### config.mk
export PLATFORM = sky130hd
export DESIGN_NAME = catch_round_ctrl
export DESIGN_NICKNAME = d
export VERILOG_FILES = /design/src/rtl/catch_round_ctrl_pkg.sv /design/src/rtl/catch_round_ctrl_frame_timer.sv /design/src/rtl/catch_round_ctrl.sv
export SDC_FILE = /design/constraint.sdc
export NUM_CORES = 1
export LEC_CHECK = 0
export BUFFER_PORTS_ARGS = -buffer_cell sky130_fd_sc_hd__buf_4
export CAP_MARGIN = 30
export CORE_AREA = 2 2 76 78
export CTS_BUF_LIST = sky130_fd_sc_hd__clkbuf_4 sky130_fd_sc_hd__clkbuf_8
export CTS_CLUSTER_DIAMETER = 40
export DETAILED_ROUTE_END_ITERATION = 6
export DIE_AREA = 0 0 78 80
export GPL_ROUTABILITY_DRIVEN = 0
export PLACE_DENSITY = 0.7
export SLEW_MARGIN = 20
export SYNTH_ARGS = -nofsm -noshare
export SYNTH_HDL_FRONTEND = slang
export SYNTH_SLANG_ARGS = --single-unit
### constraint.sdc
create_clock -name vclock -period 3.4 [get_ports vclock]
set_input_delay 0.34 -clock vclock [delete_from_list [all_inputs] [get_ports vclock]]
set_output_delay 0.34 -clock vclock [all_outputs]
set_load 0.01 [all_outputs]
### src/rtl/catch_round_ctrl_pkg.sv
// ============================================================================
// Module      : catch_pkg
// Description : Shared encodings and helpers for the catch game round
//               controller: ball state codes, controller phases, tone timing.
// Revision    : 1.0 - initial release
// ============================================================================
`default_nettype none

package catch_pkg;

   // Ball state machine encodings, as seen on the ball_state input
   typedef enum logic [1:0] {
      BS_HELD1  = 2'd0,
      BS_HELD2  = 2'd1,
      BS_FLYING = 2'd2,
      BS_FREE   = 2'd3
   } ball_state_t;

   // Controller phases, exported on the phase output
   typedef enum logic [2:0] {
      PH_IDLE  = 3'd0,
      PH_SERVE = 3'd1,
      PH_PLAY  = 3'd2,
      PH_MISS  = 3'd3,
      PH_OVER  = 3'd4
   } phase_t;

   // Tone half-period in vclocks (27 MHz / 27000 = 1 kHz)
   localparam int c_SOUND_HALF_PERIOD = 13500;
   // Tone durations in frames
   localparam logic [4:0] c_SOUND_CATCH_FRAMES = 5'd6;
   localparam logic [4:0] c_SOUND_MISS_FRAMES  = 5'd30;

   // Saturating increment for 8-bit counters
   function automatic logic [7:0] sat_inc8(input logic [7:0] v);
      return (v == 8'hFF) ? v : v + 8'd1;
   endfunction

   // Saturating increment for 4-bit scores
   function automatic logic [3:0] sat_inc4(input logic [3:0] v);
      return (v == 4'hF) ? v : v + 4'd1;
   endfunction

endpackage

`default_nettype wire

### src/rtl/catch_round_ctrl_frame_timer.sv
// ============================================================================
// Module      : frame_timer
// Description : vsync falling-edge frame tick plus a loadable frame
//               down-counter; done flags the tick that brings it to zero.
// Revision    : 1.0 - initial release
// ============================================================================
`default_nettype none

module frame_timer (
   input  logic       vclock,
   input  logic       reset_n,
   input  logic       vsync,
   input  logic       load,
   input  logic [7:0] load_val,
   output logic       tick,
   output logic       done
);

   logic       r_vsync_prev;
   logic [7:0] r_cnt;

   // Previous vsync sample; idles high so reset does not fake an edge
   always_ff @(posedge vclock or negedge reset_n) begin
      if (!reset_n) r_vsync_prev <= 1'b1;
      else          r_vsync_prev <= vsync;
   end

   assign tick = r_vsync_prev & ~vsync;

   // Load wins over a coincident tick so a phase always gets its full count
   always_ff @(posedge vclock or negedge reset_n) begin
      if (!reset_n)                    r_cnt <= 8'd0;
      else if (load)                   r_cnt <= load_val;
      else if (tick && r_cnt != 8'd0)  r_cnt <= r_cnt - 8'd1;
   end

   assign done = tick & (r_cnt == 8'd1);

endmodule

`default_nettype wire

### src/rtl/catch_round_ctrl.sv
// ============================================================================
// Module      : catch_round_ctrl
// Description : Round and score sequencer for the catch game. Arms a serve
//               after a frame countdown, detects rallies and misses, keeps
//               per-player score and declares game over.
//               Optional tone generator: define CATCH_ROUND_SOUND_EN.
// Revision    : 1.0 - initial release
// ============================================================================
`default_nettype none

module catch_round_ctrl #(
   parameter int          SERVE_FRAMES  = 90,
   parameter int          MISS_FRAMES   = 60,
   parameter int          FLIGHT_FRAMES = 180,
   parameter logic [15:0] FLOOR_Y       = 16'd600,
   parameter int          WIN_SCORE     = 7
) (
   input  logic        vclock,
   input  logic        reset_n,
   input  logic        vsync,
   input  logic        start,
   input  logic        catch_event,
   input  logic        throw_event,
   input  logic [1:0]  ball_state,
   input  logic [15:0] ball_y,
   output logic        ball_rst,
   output logic [2:0]  phase,
   output logic        serve_player,
   output logic [3:0]  score1,
   output logic [3:0]  score2,
   output logic [7:0]  rally,
   output logic        game_over,
   output logic        sound
);

   import catch_pkg::*;

   localparam logic [7:0] c_SERVE_LD   = 8'(SERVE_FRAMES);
   localparam logic [7:0] c_MISS_LD    = 8'(MISS_FRAMES);
   localparam logic [7:0] c_FLIGHT_LIM = 8'(FLIGHT_FRAMES);
   localparam logic [3:0] c_WIN        = 4'(WIN_SCORE);

   phase_t     r_phase, w_phase_nxt;
   logic       w_load, w_clear_game, w_enter_play;
   logic [7:0] w_load_val;
   logic       w_tick, w_done;
   logic       w_flying, w_miss;
   logic       r_ball_rst, r_game_over, r_serve_player, r_last_holder;
   logic [3:0] r_score1, r_score2;
   logic [7:0] r_rally, r_flight_cnt;

   // One shared frame counter serves both the SERVE and MISS countdowns
   frame_timer u_frame_timer (
      .vclock   (vclock),
      .reset_n  (reset_n),
      .vsync    (vsync),
      .load     (w_load),
      .load_val (w_load_val),
      .tick     (w_tick),
      .done     (w_done)
   );

   // A catch in the same cycle as a drop/timeout rescues the ball
   assign w_flying = (ball_state == BS_FLYING);
   assign w_miss   = (r_phase == PH_PLAY) & ~catch_event &
                     ((w_flying & (ball_y >= FLOOR_Y)) | (r_flight_cnt >= c_FLIGHT_LIM));

   // Phase state register
   always_ff @(posedge vclock or negedge reset_n) begin
      if (!reset_n) r_phase <= PH_IDLE;
      else          r_phase <= w_phase_nxt;
   end

   // Next phase, countdown load requests and game restart
   always_comb begin
      w_phase_nxt  = r_phase;
      w_load       = 1'b0;
      w_load_val   = c_SERVE_LD;
      w_clear_game = 1'b0;
      case (r_phase)
         PH_IDLE: begin
            if (start) begin
               w_phase_nxt = PH_SERVE;
               w_load      = 1'b1;
            end
         end
         PH_SERVE: begin
            if (w_done) w_phase_nxt = PH_PLAY;
         end
         PH_PLAY: begin
            if (w_miss) begin
               w_phase_nxt = PH_MISS;
               w_load      = 1'b1;
               w_load_val  = c_MISS_LD;
            end
         end
         PH_MISS: begin
            if (w_done) begin
               if (r_score1 == c_WIN || r_score2 == c_WIN) begin
                  w_phase_nxt = PH_OVER;
               end else begin
                  w_phase_nxt = PH_SERVE;
                  w_load      = 1'b1;
               end
            end
         end
         PH_OVER: begin
            if (start) begin
               w_phase_nxt  = PH_SERVE;
               w_load       = 1'b1;
               w_clear_game = 1'b1;
            end
         end
         default: w_phase_nxt = PH_IDLE;
      endcase
   end

   assign w_enter_play = (r_phase != PH_PLAY) && (w_phase_nxt == PH_PLAY);

   // Round datapath: holder tracking, flight timer, rally and scoring
   always_ff @(posedge vclock or negedge reset_n) begin
      if (!reset_n) begin
         r_ball_rst     <= 1'b1;
         r_game_over    <= 1'b0;
         r_serve_player <= 1'b0;
         r_last_holder  <= 1'b0;
         r_score1       <= 4'd0;
         r_score2       <= 4'd0;
         r_rally        <= 8'd0;
         r_flight_cnt   <= 8'd0;
      end else begin
         // Registered from the next phase so they move with phase itself
         r_ball_rst  <= (w_phase_nxt != PH_PLAY);
         r_game_over <= (w_phase_nxt == PH_OVER);
         if (w_enter_play) begin
            r_last_holder <= r_serve_player;
            r_flight_cnt  <= 8'd0;
         end else if (r_phase == PH_PLAY) begin
            if (ball_state == BS_HELD1)      r_last_holder <= 1'b0;
            else if (ball_state == BS_HELD2) r_last_holder <= 1'b1;
            if (throw_event)                 r_flight_cnt <= 8'd0;
            else if (w_tick && w_flying)     r_flight_cnt <= sat_inc8(r_flight_cnt);
            if (catch_event) begin
               r_rally <= sat_inc8(r_rally);
            end else if (w_miss) begin
               // The last holder dropped it: the other player scores and
               // the dropping player serves next
               if (r_last_holder) r_score1 <= sat_inc4(r_score1);
               else               r_score2 <= sat_inc4(r_score2);
               r_serve_player <= r_last_holder;
               r_rally        <= 8'd0;
            end
         end
         if (w_clear_game) begin
            r_score1 <= 4'd0;
            r_score2 <= 4'd0;
            r_rally  <= 8'd0;
         end
      end
   end

   assign ball_rst     = r_ball_rst;
   assign phase        = r_phase;
   assign serve_player = r_serve_player;
   assign score1       = r_score1;
   assign score2       = r_score2;
   assign rally        = r_rally;
   assign game_over    = r_game_over;

`ifdef CATCH_ROUND_SOUND_EN
   logic [4:0]  r_snd_dur;
   logic [13:0] r_snd_div;
   logic        r_sound;

   // Tone duration in frames; a new event restarts it
   always_ff @(posedge vclock or negedge reset_n) begin
      if (!reset_n)                       r_snd_dur <= 5'd0;
      else if (catch_event)               r_snd_dur <= c_SOUND_CATCH_FRAMES;
      else if (w_miss)                    r_snd_dur <= c_SOUND_MISS_FRAMES;
      else if (w_tick && r_snd_dur != 0)  r_snd_dur <= r_snd_dur - 5'd1;
   end

   // Square wave toggling every half-period while the duration is live
   always_ff @(posedge vclock or negedge reset_n) begin
      if (!reset_n) begin
         r_snd_div <= 14'd0;
         r_sound   <= 1'b0;
      end else if (r_snd_dur == 5'd0) begin
         r_snd_div <= 14'd0;
         r_sound   <= 1'b0;
      end else if (r_snd_div == 14'(c_SOUND_HALF_PERIOD - 1)) begin
         r_snd_div <= 14'd0;
         r_sound   <= ~r_sound;
      end else begin
         r_snd_div <= r_snd_div + 14'd1;
      end
   end

   assign sound = r_sound;
`else
   assign sound = 1'b0;
`endif

endmodule

`default_nettype wire

## Word-level counts from Yosys, hierarchy flattened

Index checks and enable logic that the tools add are counted.

- Add/sub/neg operators: 5
- Multipliers: 0
- Div/mod/pow operators: 0
- $lt $le $gt $ge: 2
- Equal/unequal tests: 24
- Shift operators: 0
- Multiplexer cells: 45
- Bitwise logic cells: 9
- Reductions and logical operators: 22

Operators with widths:

| cell | count |
|---|---|
| two-way mux 8 bit | 13 |
| two-way mux 4 bit | 14 |
| adder 8 x 1 -> 8 bit (second input constant) | 2 |
| == test 8 bit (second input constant) | 2 |
| greater-or-equal comparator 16 x 10 -> 1 bit (second input constant) | 1 |
| two-way mux 3 bit | 5 |
| two-way mux 7 bit | 2 |
| one-hot mux 3 bit (4 select lines) | 1 |
| AND reduction 6 bit | 2 |
| nonzero test 2 bit | 5 |
| == test 3 x 2 -> 1 bit (second input constant) | 3 |
| two-way mux 1 bit | 9 |
| nonzero test 3 bit | 3 |
| adder 4 x 1 -> 4 bit (second input constant) | 2 |
| == test 4 x 3 -> 1 bit (second input constant) | 2 |
| == test 4 bit (second input constant) | 2 |
| == test 8 x 1 -> 1 bit (second input constant) | 1 |
| greater-or-equal comparator 8 bit (second input constant) | 1 |
| != test 2 bit (second input constant) | 4 |
| AND reduction 4 bit | 2 |
| nonzero test 8 bit | 1 |
| subtractor 8 x 1 -> 8 bit (second input constant) | 1 |
| == test 3 bit (second input constant) | 2 |
| != test 3 x 2 -> 1 bit (second input constant) | 2 |
| 16 further kinds | 25 |

- Register bits after elaboration: 40
- Latch bits: 0
- Bits in writable memories: 0
- Memory bits (read-only): 0
- Input bits: 24
- Output and inout port bits: 23
- Logic and storage cells: 118
- Memories: 0

## Longest topological paths before layout

- Depth in word-level cells: 10
- Gate-level depth with buffers: 8
- Depth with buffers taken out: 6

## Hierarchy

From an unflattened synthesis, not the netlist that was laid out.

- Cells, all modules: 271
- Area, all modules: 2,432.3 um^2

By module, submodules not included:

| module | times used | cells an instance | area each (um^2) | seq. area each (um^2) |
|---|---|---|---|---|
| catch_round_ctrl | 1 | 204 | 1,815.5 | 777.0 |
| frame_timer | 1 | 67 | 616.8 | 226.5 |

## Worst setup path before layout

No wires, ideal clock.

- Path kind: register to register
- Start point: register r_phase[1] (netlist: phase[1])
- End point: register r_score1[2] (netlist: score1[2])
- Setup time: 77 ps
- Arrival: 2,055 ps
- Required time: 3,323 ps
- Slack: 1,268 ps
- Stages on the path, launching flop included: 8
- Path buffers: 3
- Period minus slack after synthesis: 2,132 ps
- Cell sequence: dfrtp_1 -> buf_6 -> or3b_1 -> buf_2 -> a311o_1 -> buf_6 -> or4_1 -> a21oi_1

- Longest elaborated chain between the ends: 9
- Elaborated cells between the ends (all ways): 25
- Classes of those cells: eq/ne: 9; mux: 7; bitwise: 2; reduce/logical: 7

Ends and longest elaborated chain:

| element | RTL line | source |
|---|---|---|
| from (decl) | catch_round_ctrl.sv:43 | `phase_t r_phase, w_phase_nxt;` |
| from (signal assigned) | catch_round_ctrl.sv:71 | `else r_phase <= w_phase_nxt;` |
| == test 3 x 2 -> 1 bit | catch_round_ctrl.sv:65, catch_round_ctrl.sv:80, catch_round_ctrl.sv:138 |  |
| AND 1 bit (2 in a row) | catch_round_ctrl.sv:65 | `assign w_miss = (r_phase == PH_PLAY) & ~catch_event &` |
| two-way mux 3 bit | catch_round_ctrl.sv:91 | `if (w_miss) begin` |
| one-hot mux 3 bit (4 select lines) | catch_round_ctrl.sv:80 | `case (r_phase)` |
| == test 3 x 2 -> 1 bit | catch_round_ctrl.sv:118 | `assign w_enter_play = (r_phase != PH_PLAY) && (w_phase_nxt == PH_PLAY);` |
| logical AND 1 bit | catch_round_ctrl.sv:118 |  |
| != test 2 bit (no line) | -- |  |
| AND reduction 6 bit (no line) | -- |  |
| to (signal assigned) | catch_round_ctrl.sv:148 | `if (r_last_holder) r_score1 <= sat_inc4(r_score1);` |
| to (decl) | catch_round_ctrl.sv:49 | `logic [3:0] r_score1, r_score2;` |

Parallel ways exist; a longest one is shown, timed or not.
A chain may end at the register's enable or synchronous reset.

## Worst setup path after layout

- Start point: register r_phase[1] (netlist: phase[1])
- End point: register r_score1[3] (netlist: score1[3])

Same word-level chain as after synthesis.

==> impl_metrics.ini <==
[global_route]
top_usage_layer = met2
grt_pass1_wl_um = 8963
grt_pass1_vias = 1942
gr-usage-met2_pct = 31.64
antenna_found_initial = 0
grt.total_usage_pct = 18.23
grt_max_degree = 41
grt_use_met3_pct = 3.507
overflow = 0
grtUsageMet1_pct = 23.18

[critical_path]
worstPathArrival_ns = 2.84
r2r_end = score1[3]
required_ns = 3.62
path_max_fanout = 20
start_kind = register
worstSetupPathType = register to register
end_kind = register
worst_r2r_path_depth = 4
r2r_slack_ns = 0.79
timing.rr.start = phase[1]

[route]
final_antenna_net_count = 0
vias = 2028
drt_wl_total_um = 5245
drt_first_pass_iters = 4
drcViolationCount = 0
drtIter0Drc = 101
wire_per_inst_um = 14.25
vias_per_cell = 5.511

[power]
power.leakage_nw = 1.201
pwr-share-seq_pct = 47.8
p_per_area_nw_per_um2 = 425.8
p_switching_uw = 328.2
ir_drop_mv = 0.2615
sw_frac_of_total_pct = 27.23
pwr-share-clk_pct = 35.5
internal_power_uw = 877.0
pwr-share-comb_pct = 16.6

[clocking]
hold_buffers = 0
clk_pin_slew_ns = 0.08
cts_tree = built
clkSinkCount = 40
clockRootBuffer = clkbuf_8
clockBufferDepth = 2
cts_setup_buffers = 0
h-tree-depth = 2
clk_latency_ns = 0.29
cts_resized = 0
numCtsBuffers = 5

[synth]
ys_seq_area_share_pct = 42.59
synth_top_cell_by_area = dfrtp_1
yosysTopAreaCellShare_pct = 40.36
synth.avg_cell_area_um2 = 9.203
async_reset_ff_share_pct = 100.0
syn_nets = 287
synth_edf_count = 0
synth_cell_types = 53
ys_warn_count = 0
synthTopCellsByArea = dfrtp_1 (40%), a21oi_1 (5.1%), ha_1 (3.7%)
syn-cell-area_um2 = 2356
netlist_instances = 256
synth_flop_cell = dfrtp_1
synth_seq_cells = 40

[sta]
worstMarginPinSlew_ns = 0.7786
fin_crit_ns = 2.614
tns_ns = 0
rsz0062_at_grt = no
hold_viol = 0
max_freq_mhz = 382.5
slew_viol_final = 0
setup_viol = 0
skew_ns = 0.008975
min_period_over_period_pct = 76.88
post-route-worst-setup-slack_ns = 0.7859
relSlewSlack_pct = 48.10

[run]
cap_violations = 0

[die]
rows = 27
start_util_pct = 43.59
io_pins = 47
core_area_um2 = 5405
fp.dieH_um = 80
die_width_um = 78
dieArea_um2 = 6240

[status]
status = completed

[final_layout]
nets = 326
fillers = 508
fin_area_um2 = 2830
syn_to_final_growth_pct = 20.13
diodes = 0
drive_gt1_share_pct = 19.93
postLayoutCoreUtil_pct = 52.36

[hold_path]
min_path_type = input pin to asynchronous set/reset pin

[placed_design]
hpwl_um = 3799
place.port_buffers = 42
place_area_um2 = 2704
place_ws_ns = 0.7160
## cell families (layout without fill, tap and decap cells)
group	count (synthesis)	after routing	share of synthesized area [%]
fa+ha+maj	7	7	3.717
flops	40	40	42.59
mux	5	5	2.124
other cells	1	1	0.1592
compound gates	73	73	20.61
xor+xnor	8	8	2.974
simple gates	104	104	23.95
buf+inv	18	58	3.876
## registers in the layout, summed over array words and instances, names as in the netlist
| register | count |
|---|---|
| serve_player | 1 |
| r_flight_cnt | 8 |
| rally | 8 |
| r_last_holder | 1 |
| u_frame_timer.r_vsync_prev | 1 |
| ball_rst | 1 |
| score1 | 4 |
| score2 | 4 |
| game_over | 1 |
| u_frame_timer.r_cnt | 8 |
| phase | 3 |
## worst max path at each step
| stage | start | endpoint | slack (ns) | cells past startpoint |
|---|---|---|---|---|
| 2_1_floorplan | phase[1] | score1[2] | 1.27 | 7 |
| 3_3_place_gp | ball_y[15] | rally[7] | 0.78 | 6 |
| 3_5_place_dp | ball_y[15] | rally[5] | 0.72 | 6 |
| 4_1_cts | phase[1] | score1[3] | 0.78 | 4 |
| 5_1_grt | phase[1] | score1[3] | 0.65 | 4 |
| 6_report | phase[1] | score1[3] | 0.79 | 4 |
## routing by layer
layer | up-vias | routed length (um) | share of wire, %
met4 | 0 | 26 | 0.50
met1 | 957 | 2367 | 45
met5 | - | 0 | 0
met2 | 41 | 2595 | 49
li1 | 1028 | - | -
met3 | 2 | 256 | 4.9
## cell usage after synthesis (6+ instances only)
cell type,n
a21oi_1,24
dfrtp_1,38
ha_1,7
inv_1,7
nand2_1,23
nand3_1,14
nand4_1,6
nor2_1,19
o21ai_0,17
o31ai_1,7
or4_1,8
xor2_1,6
## cell usage in the layout (no fill, tap or decap), types with 3 or more instances in the layout
| cell | synthesis | final |
|---|---|---|
| clkbuf_8 | 0 | 7 |
| buf_4 | 1 | 43 |
| nor2_1 | 19 | 19 |
| a21oi_1 | 24 | 24 |
| or3_1 | 4 | 4 |
| inv_1 | 7 | 7 |
| o22ai_1 | 3 | 3 |
| or4_1 | 8 | 8 |
| nand2_1 | 23 | 23 |
| o31ai_1 | 7 | 7 |
| nand4_1 | 6 | 6 |
| and3_1 | 4 | 4 |
| nor2b_1 | 5 | 5 |
| nand3b_1 | 5 | 5 |
| xor2_1 | 6 | 6 |
| ha_1 | 7 | 7 |
| dfrtp_1 | 38 | 38 |
| nand3_1 | 14 | 14 |
| o21ai_0 | 17 | 17 |
| mux2i_1 | 5 | 5 |
## cell type report
cell class              count  area [um2]  area share, %
repair buffers             43       322.8          11.41
well taps                  72       90.09          3.183
flip-flops and latches     40        1003          35.46
multi-input cells         198        1261          44.56
clock inverters             1       30.03          1.061
clock buffers               7       96.34          3.404
inverters                   7       26.28         0.9284
## power by group through the flow
| stage | Combinational [mW] | Sequential [mW] | Clock (mW) |
|---|---|---|---|
| after global placement | 0.198 | 0.583 | 0 |
| after floorplan | 0.130 | 0.579 | 0 |
| final | 0.200 | 0.576 | 0.428 |
| after CTS | 0.204 | 0.576 | 0.438 |
| after detailed placement | 0.203 | 0.586 | 0 |
| after global routing | 0.229 | 0.585 | 0.461 |
## through the flow
stage               power (mW)  hold slack (ns)  cells
finish                   1.205          0.01981    368
floorplan               0.7089          0.04441    256
CTS                      1.218          0.03398    368
global route             1.276          0.06637    368
detailed placement      0.7889           0.3530    360
global placement        0.7817           0.3554    360
## critical path: stages, from the launching register on
cell and delay [ns]:
dfrtp_1 0.52, or3b_1 0.61, a311o_1 0.67, or4_1 0.59, a21oi_1 0.15
(Power assumes the default switching activity.)
